==> src/rtl/mmio_peripheral_bus.sv <==
// I/O-window slave for the CPU data port: LED register, buffered 8N1 UART transmitter
// and a free-running cycle counter, with one-cycle registered acknowledges.
module mmio_peripheral_bus #(
   parameter int CLOCK_HZ   = 4000000,
   parameter int BAUD       = 9600,
   parameter int FIFO_TIEFE = 8
) (
   input  logic        Clock,
   input  logic        Reset,
   input  logic        Auswahl,
   input  logic [1:0]  Adresse,
   input  logic        LeseDaten,
   input  logic        SchreibeDaten,
   input  logic [31:0] DatenRein,
   output logic [31:0] DatenRaus,
   output logic        DatenGeladen,
   output logic        DatenGespeichert,
   output logic [7:0]  led,
   output logic        Tx
);

   localparam int TEILER = CLOCK_HZ / BAUD;
   localparam int TW     = (TEILER > 1) ? $clog2(TEILER) : 1;
   localparam int AW     = $clog2(FIFO_TIEFE);
   localparam int CW     = AW + 1;
   localparam logic [TW-1:0] TEILER_MAX = TW'(TEILER - 1);

   typedef enum logic [1:0] {IDLE, START, DATA, STOP} uart_zustand_t;

   uart_zustand_t zustand_q, zustand_d;
   logic [TW-1:0] timer_q, timer_d;
   logic [2:0]    bit_q, bit_d;
   logic [7:0]    shift_q, shift_d;
   logic          tx_q, tx_d;
   logic [7:0]    mem_q [FIFO_TIEFE];
   logic [AW-1:0] wr_ptr_q, wr_ptr_d, rd_ptr_q, rd_ptr_d;
   logic [CW-1:0] count_q, count_d;
   logic [7:0]    led_q, led_d;
   logic [31:0]   zaehler_q, zaehler_d;
   logic [31:0]   raus_q, raus_d;
   logic          ack_lesen_q, ack_schreib_q;
   logic          warte_q, warte_d;

   logic          voll_s, leer_s, pop_s, push_s;
   logic          schreib_s, lese_s, wr_ok_s, rd_ok_s;
   logic [31:0]   status_s;
   logic          unused_s;

   assign unused_s  = ^DatenRein[31:8];
   assign voll_s    = (count_q == CW'(FIFO_TIEFE));
   assign leer_s    = (count_q == {CW{1'b0}});
   assign pop_s     = (zustand_q == IDLE) && !leer_s;
   // A write has priority over a simultaneous read; a UART write may use the slot freed by a pop.
   assign schreib_s = Auswahl && SchreibeDaten;
   assign lese_s    = Auswahl && LeseDaten && !SchreibeDaten;
   assign wr_ok_s   = schreib_s && !warte_q && ((Adresse != 2'd1) || !voll_s || pop_s);
   assign rd_ok_s   = lese_s && !warte_q;
   assign push_s    = wr_ok_s && (Adresse == 2'd1);

   // Bus side: register writes, read mux, counter and the drop-before-next-request guard.
   always_comb begin
      led_d     = led_q;
      zaehler_d = zaehler_q + 32'd1;
      raus_d    = 32'd0;
      warte_d   = warte_q;
      status_s  = 32'd0;
      status_s[0]       = voll_s;
      status_s[1]       = leer_s;
      status_s[2]       = (zustand_q != IDLE);
      status_s[8 +: CW] = count_q;
      if (wr_ok_s) begin
         case (Adresse)
            2'd0:    led_d     = DatenRein[7:0];
            2'd3:    zaehler_d = 32'd0;
            default: led_d     = led_q;
         endcase
      end else begin
         led_d = led_q;
      end
      if (rd_ok_s) begin
         case (Adresse)
            2'd0:    raus_d = {24'd0, led_q};
            2'd3:    raus_d = zaehler_q;
            default: raus_d = status_s;
         endcase
      end else begin
         raus_d = 32'd0;
      end
      if (wr_ok_s || rd_ok_s) begin
         warte_d = 1'b1;
      end else if (!(Auswahl && (LeseDaten || SchreibeDaten))) begin
         warte_d = 1'b0;
      end else begin
         warte_d = warte_q;
      end
   end

   // FIFO pointer and occupancy update.
   always_comb begin
      wr_ptr_d = push_s ? wr_ptr_q + AW'(1) : wr_ptr_q;
      rd_ptr_d = pop_s  ? rd_ptr_q + AW'(1) : rd_ptr_q;
      case ({push_s, pop_s})
         2'b10:   count_d = count_q + CW'(1);
         2'b01:   count_d = count_q - CW'(1);
         default: count_d = count_q;
      endcase
   end

   // UART transmit FSM; Tx is registered from the next state so it changes with the state.
   always_comb begin
      zustand_d = zustand_q;
      timer_d   = timer_q;
      bit_d     = bit_q;
      shift_d   = shift_q;
      case (zustand_q)
         IDLE: begin
            timer_d = {TW{1'b0}};
            bit_d   = 3'd0;
            if (pop_s) begin
               shift_d   = mem_q[rd_ptr_q];
               zustand_d = START;
            end else begin
               zustand_d = IDLE;
            end
         end
         START: begin
            if (timer_q == TEILER_MAX) begin
               timer_d   = {TW{1'b0}};
               zustand_d = DATA;
            end else begin
               timer_d = timer_q + TW'(1);
            end
         end
         DATA: begin
            if (timer_q == TEILER_MAX) begin
               timer_d = {TW{1'b0}};
               shift_d = {1'b0, shift_q[7:1]};
               if (bit_q == 3'd7) begin
                  bit_d     = 3'd0;
                  zustand_d = STOP;
               end else begin
                  bit_d = bit_q + 3'd1;
               end
            end else begin
               timer_d = timer_q + TW'(1);
            end
         end
         STOP: begin
            if (timer_q == TEILER_MAX) begin
               timer_d   = {TW{1'b0}};
               zustand_d = IDLE;
            end else begin
               timer_d = timer_q + TW'(1);
            end
         end
         default: zustand_d = IDLE;
      endcase
      case (zustand_d)
         START:   tx_d = 1'b0;
         DATA:    tx_d = shift_d[0];
         default: tx_d = 1'b1;
      endcase
   end

   // State registers; reset empties the FIFO and forces the line idle.
   always_ff @(posedge Clock or negedge Reset) begin
      if (!Reset) begin
         zustand_q     <= IDLE;
         timer_q       <= {TW{1'b0}};
         bit_q         <= 3'd0;
         shift_q       <= 8'd0;
         tx_q          <= 1'b1;
         wr_ptr_q      <= {AW{1'b0}};
         rd_ptr_q      <= {AW{1'b0}};
         count_q       <= {CW{1'b0}};
         led_q         <= 8'd0;
         zaehler_q     <= 32'd0;
         raus_q        <= 32'd0;
         ack_lesen_q   <= 1'b0;
         ack_schreib_q <= 1'b0;
         warte_q       <= 1'b0;
      end else begin
         zustand_q     <= zustand_d;
         timer_q       <= timer_d;
         bit_q         <= bit_d;
         shift_q       <= shift_d;
         tx_q          <= tx_d;
         wr_ptr_q      <= wr_ptr_d;
         rd_ptr_q      <= rd_ptr_d;
         count_q       <= count_d;
         led_q         <= led_d;
         zaehler_q     <= zaehler_d;
         raus_q        <= raus_d;
         ack_lesen_q   <= rd_ok_s;
         ack_schreib_q <= wr_ok_s;
         warte_q       <= warte_d;
      end
   end

   // FIFO storage; contents are only meaningful between the pointers, so no reset.
   always_ff @(posedge Clock) begin
      if (push_s) begin
         mem_q[wr_ptr_q] <= DatenRein[7:0];
      end
   end

   assign DatenRaus        = raus_q;
   assign DatenGeladen     = ack_lesen_q;
   assign DatenGespeichert = ack_schreib_q;
   assign led              = led_q;
   assign Tx               = tx_q;

endmodule

==> config.mk <==
export PLATFORM = sky130hd
export DESIGN_NAME = mmio_peripheral_bus
export DESIGN_NICKNAME = d
export VERILOG_FILES = /design/src/rtl/mmio_peripheral_bus.sv
export SDC_FILE = /design/constraint.sdc
export NUM_CORES = 1
export LEC_CHECK = 0
export ABC_AREA = 1
export BUFFER_PORTS_ARGS = -buffer_cell sky130_fd_sc_hd__buf_2
export CORE_ASPECT_RATIO = 0.5
export CORE_MARGIN = 8
export CORE_UTILIZATION = 45
export CTS_CLUSTER_DIAMETER = 150
export CTS_CLUSTER_SIZE = 24
export DETAILED_ROUTE_END_ITERATION = 10
export RECOVER_POWER = 50
export REMOVE_ABC_BUFFERS = 1
export SETUP_SLACK_MARGIN = 0.1
export SLEW_MARGIN = 10
export SYNTH_ARGS = -nofsm -noshare
export SYNTH_HDL_FRONTEND = slang
export SYNTH_SLANG_ARGS = --single-unit
==> constraint.sdc <==
create_clock -name Clock -period 3.35 [get_ports Clock]
set_input_delay 0.5025 -clock Clock [delete_from_list [all_inputs] [get_ports Clock]]
set_output_delay 0.5025 -clock Clock [all_outputs]
set_load 0.05 [all_outputs]
# After elaboration in Yosys (flattened, before gate mapping)
# Memories as Yosys holds them, arrays and structs flattened.
# Index checks and enable logic that the tools add are counted.
# totals
ff_bits	108
output_inout_bits	43
elab_cells	90
mem_count	1
mem_bits_rw	64
# mem_list
memory	depth	width	rd	rd_ports_with_merged_regs	write_ports	line	source
mem_q	8	8	1	0	1	35	logic [7:0] mem_q [FIFO_TIEFE];
# op_classes
n_mux	24
eq_ne	16
n_reduce_logical	27
n_addsub	7
# op_table
cell	count
$mux W32	3
$pmux W32 S2	1
$add A32 B1 Y32 const B	1
$pmux W9 S2	1
$mux W8	2
$pmux W8 S2	1
$eq A2 B2 Y1 const B	5
$add A3 B1 Y3 const B	3
$add A9 B1 Y9 const B	1
$eq A9 B9 Y1 const B	1
$logic_and A1 B1 Y1	9
$mux W9	1
$eq A2 B1 Y1 const B	4
$mux W2	4
$pmux W2 S4	1
$pmux W4 S2	1
$mux W3	2
$ne A2 B2 Y1 const B	3
$pmux W3 S2	1
$reduce_bool A2 Y1	3
$mux W1	5
$add A4 B1 Y4 const B	1
$eq A4 B4 Y1 const B	1
$logic_not A1 Y1	4
other kinds (10)	15

# Depth between registers and ports, before layout
# Gate-level depths: netlist of the first run.
# logic_depth
depth_word	8
mapped_depth	16
ltp_nobuf	16

# Worst setup path after synthesis of the first run
# No wires, ideal clock.
# synth_path
path_type	input port to flip-flop
from	in Adresse[1]
to	reg count_q[2]
stages	13
path_buffers	0
required_ns	3.268
arrival_time_ns	2.184
setup_ns	0.082
setup_slack_ns	1.084
cell_sequence	inv_1 ha_1 inv_1 nor2_1 nand2_4 nand3_4 ha_1 nor2_1 nor2_1 ha_1 a21oi_1 or2_2 a31oi_1
# synth_between
elab_chain_cells	7
# synth_rtl
element	line	source
start, declared	11	input logic [1:0] Adresse,
$ne A2 B1 Y1	56	assign wr_ok_s = schreib_s && !warte_q && ((Adresse != 2'd1) || !voll_s || pop_s);
$logic_or A1 B1 Y1 (2 in a row)	56	
$logic_and A1 B1 Y1	56	
$logic_and A1 B1 Y1 (*)	58	assign push_s = wr_ok_s && (Adresse == 2'd1);
$eq A2 B1 Y1 or $eq A2 B2 Y1 (tied branches)	102	case ({push_s, pop_s})
$pmux W4 S2 or $reduce_bool A2 Y1 (tied branches)	-	
end signal, assigned	175	count_q <= {CW{1'b0}};
end signal, assigned	190	count_q <= count_d;
end, declared	37	logic [CW-1:0] count_q, count_d;
# Every way passes the cells marked *; elsewhere a longest branch is shown, timed or not.
# A chain may end at the register's enable or synchronous reset.

# Worst setup path after layout of the first run
# layout_path
from	reg zustand_q[1]
to	reg count_q[2]
# layout_between
elab_chain_cells	7
# layout_rtl
element	line	source
start, declared	30	uart_zustand_t zustand_q, zustand_d;
start signal, assigned	183	zustand_q <= zustand_d;
$logic_not A2 Y1 (*)	52	assign pop_s = (zustand_q == IDLE) && !leer_s;
$logic_and A1 B1 Y1 (*)	52	
$logic_or A1 B1 Y1	56	
$logic_and A1 B1 Y1	56	
$logic_and A1 B1 Y1	58	
$eq A2 B1 Y1 or $eq A2 B2 Y1 (tied branches)	102	
$pmux W4 S2 or $reduce_bool A2 Y1 (tied branches)	-	
# Marks and branches as above.

==> results of run 1 <==
-- power by group through the flow --
stage	clock, mW	combinational [mW]	sequential (mW)
global placement	0	0.849	2.68
CTS	1.86	0.861	2.65
floorplan	0	0.518	2.73
detailed placement	0	0.860	2.68
finish	1.83	0.848	2.65
global route	1.95	0.973	2.69
-- worst max-delay path, cell delays in order, from the launching register on --
cell and delay [ps]:
sky130_fd_sc_hd__dfrtp_1 430, sky130_fd_sc_hd__nor2_4 270, sky130_fd_sc_hd__nor2_1 70, sky130_fd_sc_hd__nand2_1 250, sky130_fd_sc_hd__nand3_4 170, sky130_fd_sc_hd__ha_1 300, sky130_fd_sc_hd__nand2_1 100, sky130_fd_sc_hd__inv_1 50
sky130_fd_sc_hd__nor2_1 130, sky130_fd_sc_hd__ha_1 160, sky130_fd_sc_hd__a21oi_1 50, sky130_fd_sc_hd__or2_2 310, sky130_fd_sc_hd__a31oi_1 120
-- metal layers --
metal / track usage / vias up / share of wire
li1: - / 2797 / -
met1: 0.2953 / 2621 / 0.58
met2: 0.1960 / 163 / 0.35
met3: 0.05308 / 10 / 0.073
met4: 0.02644 / 0 / 0.0058
met5: 0 / - / 0
-- registers in the layout, summed over array words and instances (netlist names), 2 cells and up --
register,count
DatenRaus,32
bit_q,3
count_q,4
led,8
mem_q,64
rd_ptr_q,3
shift_q,8
timer_q,9
wr_ptr_q,3
zaehler_q,32
zustand_q,2
-- path summary, 6_finish.rpt --
check	start	endpoint	slack (ps)	cells past startpoint
worst max-delay path	zustand_q[1]$_DFF_PN0_	count_q[2]$_DFFE_PN0P_	870	12
worst min-delay path	Reset	DatenRaus[31]$_DFF_PN0_	400	1
worst max register to register	zustand_q[1]$_DFF_PN0_	count_q[2]$_DFFE_PN0P_	870	12
worst min register to register	timer_q[0]$_DFF_PN0_	timer_q[0]$_DFF_PN0_	490	1
max in group asynchronous	Reset	zaehler_q[4]$_DFF_PN0_	1460	2
min in group Clock	Auswahl	warte_q$_DFFE_PN0P_	400	3
-- kinds of logic (layout without fill, tap and decap cells) --
group           count (synthesis)  after routing  share of synthesized area
fa+ha+maj                      12             12                    0.01943
flops                         172            172                     0.5987
compound gates                102            102                    0.07563
simple gates                  410            410                     0.2337
xor+xnor                       17             17                    0.01927
buf+inv                       102            185                    0.05328
-- final cells by class --
class	instances	area, µm²
Multi-Input combinational cell	541	2661
Sequential cell	172	4626
Clock buffer	17	425.4
Timing Repair Buffer	70	376.6
Clock inverter	15	117.6
Inverter	83	311.5
Tap cell	234	292.8
Fill cell	1578	8290
-- per-stage QoR --
step / instances / worst slack (ps) / total power [mW] / util
after global routing: 1132 / 606.3 / 5.605 / 0.5152
after floorplan: 796 / 1084 / 3.244 / -
after CTS: 1132 / 901.1 / 5.365 / 0.5181
after global placement: 1100 / 810.1 / 3.533 / 0.4863
after detailed placement: 1100 / 763.5 / 3.543 / 0.4863
final: 1132 / 871.5 / 5.324 / 0.5152
-- placed cells by master, fill, tap and decap left out, drive strengths merged, types with 11 or more instances in the layout --
cell type  count
inv           85
xor2          11
buf           58
nor2         161
edfxtp        64
a21oi         23
nand2        178
o211ai        14
nand3         50
clkbuf        29
dfrtp        107
ha            12
o21ai         53
==> flow_results.org, run 1 <==
** Routing
- Post-DR vias/cell :: 4.939
- Total DRC errors in the routed layout :: 0
- Dividing the detail-routed wire length by the instance count gives 16.11 µm.
- In this run, the number of DRC markers left after iteration 0 of detailed routing was about 470.
- The final route contains 5591 vias.
- First-pass iteration count of the detailed router :: 5
- Summed over all layers, the routed wires come to ~18 mm.
- Count of antenna-violating nets left after detailed routing :: 0

** Clock tree
- Clock-pin slew was measured on the worst setup and hold paths at 60 ps.
- The number of hold buffers added after CTS was 0.
- The root buffer cell chosen for the clock tree is sky130_fd_sc_hd__clkbuf_16.
- Buffers added to address setup during post-CTS repair amount to 0.
- Level count of the clock H-tree :: 4
- TritonCTS clock tree :: built
- In this run, CTS created clock tree buffers numbering 17.
- Clock latency on the worst-skew pair, taken at its later pin, is about 430 ps.
- No sink is reached through more buffers than the 2 on the longest clock path.
- After clock tree synthesis, the repair step resized 0 gates.
- Clock sink count :: 172

** Final layout
- Proportion of layout cells with a drive suffix above 1 :: 0.1359
- Layout overhead on the synthesized area :: 14.04%
- In the final design database the tool counted 936 nets.
- Once layout is done, the placed cells without fillers occupy 0.008811 mm².
- Final antenna diode count :: 0

** Worst setup path
- The worst setup path is of the reg2reg kind.
- Maximum fanout count along the critical path :: 9
- Data on the critical path is required at its endpoint by 3700 ps.
- Startpoint type of the worst setup path :: register
- STA puts the critical path data arrival time at 2820 ps.
- STA classifies the critical path endpoint as a register.

** Logic synthesis
- After synthesis, the netlist uses 41 different library cells.
- The mapped netlist covers 0.007726 mm².
- Yosys printed 0 warnings.
- Counting every instance in the synthesized netlist gives 815.
- The synthesized design contains 172 register bits.
- Of the post-synthesis cell area, the dominant cell type holds 0.3466.
- Synth top area cells :: sky130_fd_sc_hd__dfrtp_1 (35%), sky130_fd_sc_hd__edfxtp_1 (25%), sky130_fd_sc_hd__nand2_1 (8.4%)
- In this run, synthesis inferred 64 flip-flops with an integrated enable.
- Averaged over all synthesized cells, the footprint is about 9.5 µm².
- In the synthesized netlist the dominant register cell turns out to be sky130_fd_sc_hd__dfrtp_1.
- Part of the Yosys area used for sequential elements :: 0.5987
- Cell taking the most area after synthesis :: sky130_fd_sc_hd__dfrtp_1
- Among all cell types in the netlist, the one instantiated most often is sky130_fd_sc_hd__nand2_1.
- For this run, asynchronously set or reset flops after synthesis account for 0.6279.
- By count the netlist is led by sky130_fd_sc_hd__nand2_1 (172), sky130_fd_sc_hd__nor2_1 (149), sky130_fd_sc_hd__dfrtp_1 (107).

** GRT
- The first global-routing pass estimated 29.02 mm of wire.
- The total overflow left after global routing is 0.
- Across every metal layer, demand over resource in global routing totals 0.1715.
- The number of antenna violations at the first check in global routing came to 0.
- Vias in the first global route :: 5013
- Maximum number of pins on one net before global-route repair :: between 50 and 60

** Min path
- In this run the worst hold path is classified as in2async.

** Outcome
- Status :: finished, final reports clean

** Power
- Switching share of total power :: 0.3174
- Combinational share of power :: 0.159
- Max VDD drop :: 0.4238 mV
- Leakage power :: 3.887 nW
- Cell internal power was estimated by the tool at 3.634 mW.
- Relative contribution of the clock network to total power :: 0.343
- Share of total power in sequential cells :: 0.498
- For this design the total switching power over the nets is 1.690 mW.
- In this run the power density over the cells is ~600 mW/mm².

** Timing
- Post-layout min period :: 2478 ps
- RSZ-0062 raised after global routing :: no
- Across all hold checks on the routed design, the worst slack comes to 397.6 ps.
- Clock tree skew after final layout :: 10.41 ps
- Number of pins with negative max-slew slack in the final report :: 0
- Setup total negative slack on the finished layout was measured at 0 ps.
- Count of final hold-check violations :: 0
- In this run the tightest slew margin relative to its limit is 0.04954.
- Setup violations remaining at the end of the flow were counted as 0.
- In the finished design, the share of the clock period the worst path needs comes to 0.7398.
- Tightest Pin Transition :: around 1400 ps
- Static timing analysis puts the maximum clock frequency at 0.4035 GHz.

** Placement
- In this run the tool buffered the top-level ports with 57 buffer cells.
- The wire-length estimate of the detail-placed layout is around 13 mm.
- After detailed placement, the total cell area comes to 0.008317 mm².
- Gpl congestion :: 0.9111

** Floorplan
- 82 I/O pins were placed.
- For this configuration, the core starts out at a cell density of 0.4518.
- FP Rows :: 34
- Die Height :: 108.7 µm
- Overall die width :: 201.3 µm
- Full die area :: 0.02187 mm²
- Core area :: 0.01710 mm²

** Job
- Across the run, the number of max-cap violations was 0.
Note: power is estimated with default switching activity, not from simulation.
==> inputs of run 2 (changes only) <==
--- a/config.mk
+++ b/config.mk
@@ -13,6 +13,7 @@
 export CTS_CLUSTER_DIAMETER = 150
 export CTS_CLUSTER_SIZE = 24
 export DETAILED_ROUTE_END_ITERATION = 10
+export PLACE_DENSITY = 0.66
 export RECOVER_POWER = 50
 export REMOVE_ABC_BUFFERS = 1
 export SETUP_SLACK_MARGIN = 0.1
==> constraint.sdc (replaced) <==
create_clock -name Clock -period 2.2 [get_ports Clock]
set_input_delay 0.33 -clock Clock [delete_from_list [all_inputs] [get_ports Clock]]
set_output_delay 0.33 -clock Clock [all_outputs]
set_load 0.05 [all_outputs]
==> flow_results.org, run 2 (synthesized netlist as in run 1, its figures left out) <==
** Outcome
- Status :: finished, final reports clean

** Power
- Net Switching :: 2.721 mW (+61%)
- Max VDD drop :: 0.6012 mV (+42%)
- Leakage power :: 3.974 nW (+2.2%)
- The power per cell area was 945.4 mW/mm² (+56%).
- Combinational share of power :: 0.173 (+0.014)
- Internal Power :: 5.873 mW (+62%)
- Relative contribution of the clock network to total power :: 0.361 (+0.018)
- Share of total power in sequential cells :: 0.465 (-0.033)
- The switching share of power was 0.3166 (-0.0007961).

** GRT
- Met1 Track Usage GR :: 0.2968 (+0.001524)
- The wire length of the first global-routing pass came to 30.39 mm (+4.7%).
- The met2 usage in global routing is 0.2225 (+0.02646).
- Number of antenna violations at the first check in global routing :: 0 (unchanged)
- Most crowded layer after global routing :: met1
- Vias in the first global route :: 5362 (+7.0%)
- Global Route Usage Sum :: 0.1786 (+0.007110)
- The maximum number of pins on one net before global-route repair is 39 (-32%).
- The global route total overflow was 0 (unchanged).
- Fraction of met3 tracks used by global routing :: 0.04389 (-0.009193)

** Placement
- # port buffers :: 57 (unchanged)
- The placement-stage cell area was 0.008447 mm² (+1.6%).
- The weighted congestion at the end of routability-driven global placement came to 0.8818 (-3.2%).
- The setup slack at placement was -8.799 ps (-772.3 ps).
- The estimated wirelength of the detail-placed design is 13.82 mm (+2.8%).

** Final layout
- The area of the multi-input gates was 0.002726 mm² (+2.4%).
- Final core occ :: 0.5315 (+0.01632)
- Final antenna diode count :: 0 (unchanged)
- The library cell used most frequently in the layout, excluding fill and tap cells, is sky130_fd_sc_hd__nand2_1.
- Leading cell types in the layout, fill and taps excluded :: sky130_fd_sc_hd__nand2_1 (172), sky130_fd_sc_hd__nor2_1 (144), sky130_fd_sc_hd__dfrtp_1 (106), sky130_fd_sc_hd__inv_1 (77), sky130_fd_sc_hd__edfxtp_1 (64)
- The share of layout cells above drive strength 1 came to 0.1572 (+0.02135).
- Layout overhead on the synthesized area :: 17.65%
- Filler cells :: 1580 (+0.13%)
- The final design instance area without fill was 0.009090 mm² (+3.2%).
- The register with the most flip-flops in the final layout is mem_q.
- The register cell area after layout was 0.004627 mm² (about the same).
- The number of flip-flops in the largest register is 64 (unchanged).
- Final net count :: 954 (+1.9%)

** Floorplan
- Core area :: 0.01710 mm² (unchanged)
- The effective utilization at floorplan came to 0.4518 (unchanged).
- Full die area :: 0.02187 mm² (unchanged)
- The die span in y was 108.7 µm (unchanged).
- FP Rows :: 34 (unchanged)
- The width of the die came to 201.3 µm (unchanged).
- The top-level I/O count came to 82 (unchanged).

** Clock tree
- Clock-pin slew on the worst setup and hold paths :: 70 ps (about the same)
- The worst-skew pair later-pin latency is 430 ps (about the same).
- Cell at the root of the clock tree :: sky130_fd_sc_hd__clkbuf_16
- TritonCTS clock tree :: built
- Max clock buf depth :: 2 (unchanged)
- Clock sink count :: 172 (unchanged)
- Level count of the clock H-tree :: 4 (unchanged)
- Number of buffers inserted during clock tree synthesis :: 17 (unchanged)

** Timing
- Setup TNS :: 0 ps (unchanged)
- RSZ-0062 raised after global routing :: yes
- Period utilisation layout :: 0.9536 (+0.2138)
- The maximum clock skew at final layout came to 12.63 ps (+2.219 ps).
- The worst max-slew margin expressed relative to the limit is 0.1431 (+0.09356).
- The post-route minimum period is 2098 ps (-380.5 ps).
- The achievable clock frequency came to 0.4767 GHz (+18%).
- Tightest Pin Transition :: 1285 ps (-140.3 ps)
- The number of hold violations in the final report was 0 (unchanged).
- The worst setup slack after layout is 102.1 ps (-769.5 ps).
- The final count of negative-setup-slack endpoints was 0 (unchanged).
- Number of pins with negative max-slew slack in the final report :: 0 (unchanged)

** Routing
- The via count normalized by instance count came to 5.048 (+2.2%).
- Detailed-route wire length :: 19.15 mm (+5.0%)
- The number of search-and-repair iterations in the first detailed-routing pass was 5 (unchanged).
- The per-cell routed wire length is 16.65 µm (+3.3%).
- Total DRC errors in the routed layout :: 0 (unchanged)
- Total vias in the final route :: 5805 (+3.8%)
- The number of nets still failing antenna checks after routing came to 0 (unchanged).
- Iter 0 DRT Violations :: 582 (+25%)

** Min path
- Worst min path class :: in2reg
- Hold Path End :: warte_q$_DFFE_PN0P_
- The worst hold path was traced through 3 stages.
- In this run the most critical hold path is launched from Auswahl.

** Worst setup path
- Count of cells along the worst register-to-register path :: 10 (-2)
- The worst setup path is captured at a register.
- The worst setup path is launched from a register.
- Worst reg2reg path endpoint :: count_q[2]$_DFFE_PN0P_
- Category of the critical setup timing path :: reg2reg
- Register-to-register setup slack :: 100 ps (-770 ps)
- The signal arrival time at the worst endpoint was 2440 ps (-380 ps).
- The largest fanout on the critical path is 5 (-4).
- The required time of the worst setup path came to 2540 ps (-1160 ps).
- In this run the critical register-to-register path is launched from count_q[2]$_DFFE_PN0P_.

** Job
- The max-capacitance violation count was 0 (unchanged).
## run 2: cell types whose count changed in the layout (fill, tap and decap cells not counted), sizes merged
cell | previous run | this run
buf | 58 | 64
bufinv | 0 | 2
clkbuf | 29 | 40
clkinv | 10 | 3
dlygate4sd3 | 0 | 1
inv | 85 | 90
## run 2: worst max-delay path by stage
stage                                         to  slack (ps)                   start
after CTS                  mem_q[2][4]$_DFFE_PP_         140  zustand_q[1]$_DFF_PN0_
after global routing      count_q[2]$_DFFE_PN0P_          -5  count_q[2]$_DFFE_PN0P_
after global placement    count_q[2]$_DFFE_PN0P_          40              Adresse[1]
final                     count_q[2]$_DFFE_PN0P_         100  count_q[2]$_DFFE_PN0P_
after floorplan           count_q[2]$_DFFE_PN0P_         100  count_q[0]$_DFFE_PN0P_
after detailed placement  count_q[2]$_DFFE_PN0P_          -9              Adresse[1]
## run 2: area by class of cell
type	instances	share of cell area
Clock buffer	17	0.04680
Clock inverter	15	0.01968
Inverter	83	0.03427
Multi-Input combinational cell	541	0.2999
Sequential cell	172	0.5090
Tap cell	234	0.03221
Timing Repair Buffer	88	0.05809
## run 2: power by group through the flow
stage,clock network (mW),registers [mW],logic [mW]
floorplan,0,4.15,0.789
global placement,0,4.04,1.37
detailed placement,0,4.05,1.41
CTS,3.15,3.99,1.42
global route,3.29,4.04,1.67
finish,3.11,4.00,1.49
## run 2: layer usage
layer,vias up,routed length (µm)
met3,13,1450
li1,2847,-
met1,2763,10490
met2,182,7078
met4,0,133
met5,-,0
## run 2: metrics by stage
stage	hold WS, ps	power, mW	cells
6_report	180.4	8.594	1150
5_1_grt	197.4	9.008	1150
4_1_cts	177.0	8.558	1147
3_5_place_dp	248.3	5.453	1114
3_3_place_gp	247.3	5.409	1114
2_1_floorplan	34.41	4.939	796
## run 2: critical path, stage by stage, from the launching register on
cell	delay, ps
sky130_fd_sc_hd__dfrtp_2	460
sky130_fd_sc_hd__nor4_4	380
sky130_fd_sc_hd__nand2_4	90
sky130_fd_sc_hd__nand3_4	120
sky130_fd_sc_hd__ha_4	160
sky130_fd_sc_hd__nor2_2	40
sky130_fd_sc_hd__nor2_2	120
sky130_fd_sc_hd__ha_2	180
sky130_fd_sc_hd__a21oi_1	50
sky130_fd_sc_hd__or2_4	250
sky130_fd_sc_hd__a31oi_1	170
## run 2: repair_timing
item                                   CTS  global route
endpoints found under the hold margin   18             0
pin swaps                                1             8
setup endpoints to repair                1            26
setup buffers                            0             3
cloned                                   0             0
hold buffers                             1             0
gates resized for setup                  3            12
==> inputs of run 3 (changes only) <==
--- a/config.mk
+++ b/config.mk
@@ -14,7 +14,7 @@
 export CTS_CLUSTER_SIZE = 24
 export DETAILED_ROUTE_END_ITERATION = 10
 export PLACE_DENSITY = 0.66
-export RECOVER_POWER = 50
+export RECOVER_POWER = 100
 export REMOVE_ABC_BUFFERS = 1
 export SETUP_SLACK_MARGIN = 0.1
 export SLEW_MARGIN = 10
==> flow_results.org, run 3 (synthesized netlist as in run 1, its figures left out) <==
** Floorplan
- The area enclosed by the die boundary came to 0.02187 mm² (unchanged).
- FP Rows :: 34 (unchanged)
- The die span in y was 108.7 µm (unchanged).
- The width of the die was 201.3 µm (unchanged).
- Effective utilization at floorplan :: 0.4518 (unchanged)
- The top-level I/O count came to 82 (unchanged).
- The area inside the core boundary is 0.01710 mm² (unchanged).

** GRT
- Global Route Usage Sum :: 0.1786 (unchanged)
- Wire length of the first global-routing pass :: 30.39 mm (unchanged)
- The maximum number of pins on one net before global-route repair was 39 (unchanged).
- Number of antenna violations at the first check in global routing :: 0 (unchanged)
- Vias in the first global route :: 5362 (unchanged)
- The global route total overflow was 0 (unchanged).

** Power
- Switching share of total power :: 0.3163 (-0.0003462)
- Net Switching :: 2.712 mW (-0.33%)
- The internal power consumption is 5.863 mW (-0.17%).
- Pwr Density :: 947.3 mW/mm² (+0.19%)
- Max VDD drop :: 0.5927 mV (-1.4%)
- Leakage power :: 3.849 nW (-3.1%)
- The relative contribution of combinational cells to total power is 0.173 (about the same).
- The total power came to 8.575 mW (-0.22%).
- Relative contribution of the clock network to total power :: 0.361 (about the same)
- The sequential cell fraction of total power is 0.466 (about the same).

** Final layout
- Layout overhead on the synthesized area :: 17.17%
- Post-route cell area :: 0.009052 mm² (-0.41%)
- Filler cells :: 1590 (+0.63%)
- Largest Register :: mem_q
- Final antenna diode count :: 0 (unchanged)
- Proportion of layout cells with a drive suffix above 1 :: 0.1245 (-0.03275)
- The library cell used most frequently in the layout, excluding fill and tap cells, is sky130_fd_sc_hd__nand2_1.
- Final net count :: 954 (unchanged)
- The area of the multi-input gates was 0.002726 mm² (unchanged).
- The register cell area after layout was 0.004627 mm² (unchanged).
- In the layout the commonest cells are sky130_fd_sc_hd__nand2_1 (172), sky130_fd_sc_hd__nor2_1 (144), sky130_fd_sc_hd__dfrtp_1 (106), sky130_fd_sc_hd__inv_1 (77), sky130_fd_sc_hd__edfxtp_1 (64).
- The number of flip-flops in the largest register was 64 (unchanged).

** Timing
- Achievable clock frequency :: 0.4758 GHz (-0.19%)
- Clock tree skew after final layout :: 12.53 ps (-0.09470 ps)
- The final-report max-slew violation count came to 0 (unchanged).
- RSZ-0062 raised after global routing :: yes
- The measured slew at the worst slew-check pin was 1289 ps (+3.520 ps).
- Setup TNS :: 0 ps (unchanged)
- Final setup violation count :: 0 (unchanged)
- The post-route clock period utilization was 0.9554 (+0.001772).
- The number of hold violations in the final report came to 0 (unchanged).
- The post-route minimum period was 2102 ps (+3.899 ps).
- Remaining max-slew budget at the tightest pin :: 0.1408 (-0.002346)

** Routing
- The number of search-and-repair iterations in the first detailed-routing pass is 5 (unchanged).
- The via count normalized by instance count is 5.065 (+0.34%).
- The DRC violation total after the first TritonRoute iteration came to 649 (+12%).
- The per-cell routed wire length was 16.63 µm (-0.11%).
- Detailed-route wire length :: 19.13 mm (-0.11%)
- Total DRC errors in the routed layout :: 0 (unchanged)
- The total via count in the routed design came to 5825 (+0.34%).
- Count of antenna-violating nets left after detailed routing :: 0 (unchanged)

** Placement
- The estimated wirelength of the detail-placed design came to 13.82 mm (unchanged).
- Cell Area, Placed :: 0.008447 mm² (unchanged)
- Gpl congestion :: 0.8818 (unchanged)
- The total of buffers placed on input and output ports was 57 (unchanged).

** Outcome
- The flow ran to the end, and the final reports show no timing, DRC or antenna violations.

** Clock tree
- The number of buffers added by the clock tree synthesis step was 17 (unchanged).
- The clock edge transition at the registers on the reported setup and hold paths is 70 ps (about the same).
- TritonCTS built the clock tree.
- The H-tree depth is 4 (unchanged).
- Cell at the root of the clock tree :: sky130_fd_sc_hd__clkbuf_16
- Max clock buf depth :: 2 (unchanged)
- Clock sink count :: 172 (unchanged)
- Clk_lat worst skew :: 430 ps (about the same)

** Worst setup path
- Startpoint type of the worst setup path :: register
- STA classifies the critical path endpoint as a register.
- The required time of the worst setup path came to 2530 ps (about the same).
- The largest fanout on the critical path was 5 (unchanged).
- Data arrival at the endpoint of the critical path :: 2440 ps (about the same)
- Category of the critical setup timing path :: reg2reg

** Min path
- Worst min path class :: in2reg

** Job
- Max-cap violation count :: 0 (unchanged)
-- run 3: final timing paths --
kind	startpoint	depth (start not counted)	end	slack, ps
worst max-delay path	count_q[2]$_DFFE_PN0P_	10	count_q[2]$_DFFE_PN0P_	100
max in group asynchronous	Reset	3	zaehler_q[8]$_DFF_PN0_	420
worst max register to register	count_q[2]$_DFFE_PN0P_	10	count_q[2]$_DFFE_PN0P_	100
worst min-delay path	Auswahl	3	warte_q$_DFFE_PN0P_	190
min in group asynchronous	Reset	2	timer_q[8]$_DFF_PN0_	720
worst min register to register	timer_q[0]$_DFF_PN0_	1	timer_q[0]$_DFF_PN0_	490
-- run 3: metrics by stage --
stage                       util  setup slack [ps]  instances  hold WS (ps)
after detailed placement  0.4939            -8.799       1114         248.3
after global placement    0.4939             39.20       1114         247.3
after global routing      0.5293            -5.404       1150         197.4
after floorplan                -             101.9        796         34.41
after CTS                 0.5306             140.9       1147         177.0
final                     0.5293             98.17       1150         185.8
-- run 3: worst max-delay path, stage by stage, from the launching register on --
cell and delay (ps):
sky130_fd_sc_hd__dfrtp_2 460, sky130_fd_sc_hd__nor4_4 380, sky130_fd_sc_hd__nand2_4 90, sky130_fd_sc_hd__nand3_4 120, sky130_fd_sc_hd__ha_4 160, sky130_fd_sc_hd__nor2_2 40
sky130_fd_sc_hd__nor2_2 120, sky130_fd_sc_hd__ha_2 180, sky130_fd_sc_hd__a21oi_1 50, sky130_fd_sc_hd__or2_4 250, sky130_fd_sc_hd__a31oi_1 170
-- run 3: what timing repair did --
action	4_1_cts	5_1_grt
resized for setup	3	12
setup buffers	0	3
hold buffers	1	0
endpoints found under the setup margin	1	26
hold endpoints to repair	18	0
pin swaps	1	8
-- run 3: power by group through the flow --
stage,clock (mW),sequential (mW),combinational (mW)
after global routing,3.29,4.04,1.66
after detailed placement,0,4.05,1.41
after CTS,3.15,3.99,1.42
after floorplan,0,4.15,0.789
after global placement,0,4.04,1.37
final,3.10,4.00,1.48
-- run 3: cell type report --
type                       count  area share
timing repair buffer          88     0.05418
multi-input combinational    541      0.3012
tap                          234     0.03234
sequential                   172      0.5111
clock inverter                15     0.01977
inverter                      83     0.03442
clock buffer                  17     0.04699
-- run 3: per-layer routing --
layer / track usage / vias up / share of wire
met5: 0 / - / 0
met4: 0.03733 / 0 / 0.0051
met3: 0.04389 / 10 / 0.082
met2: 0.2225 / 190 / 0.37
met1: 0.2968 / 2782 / 0.54
li1: - / 2843 / -
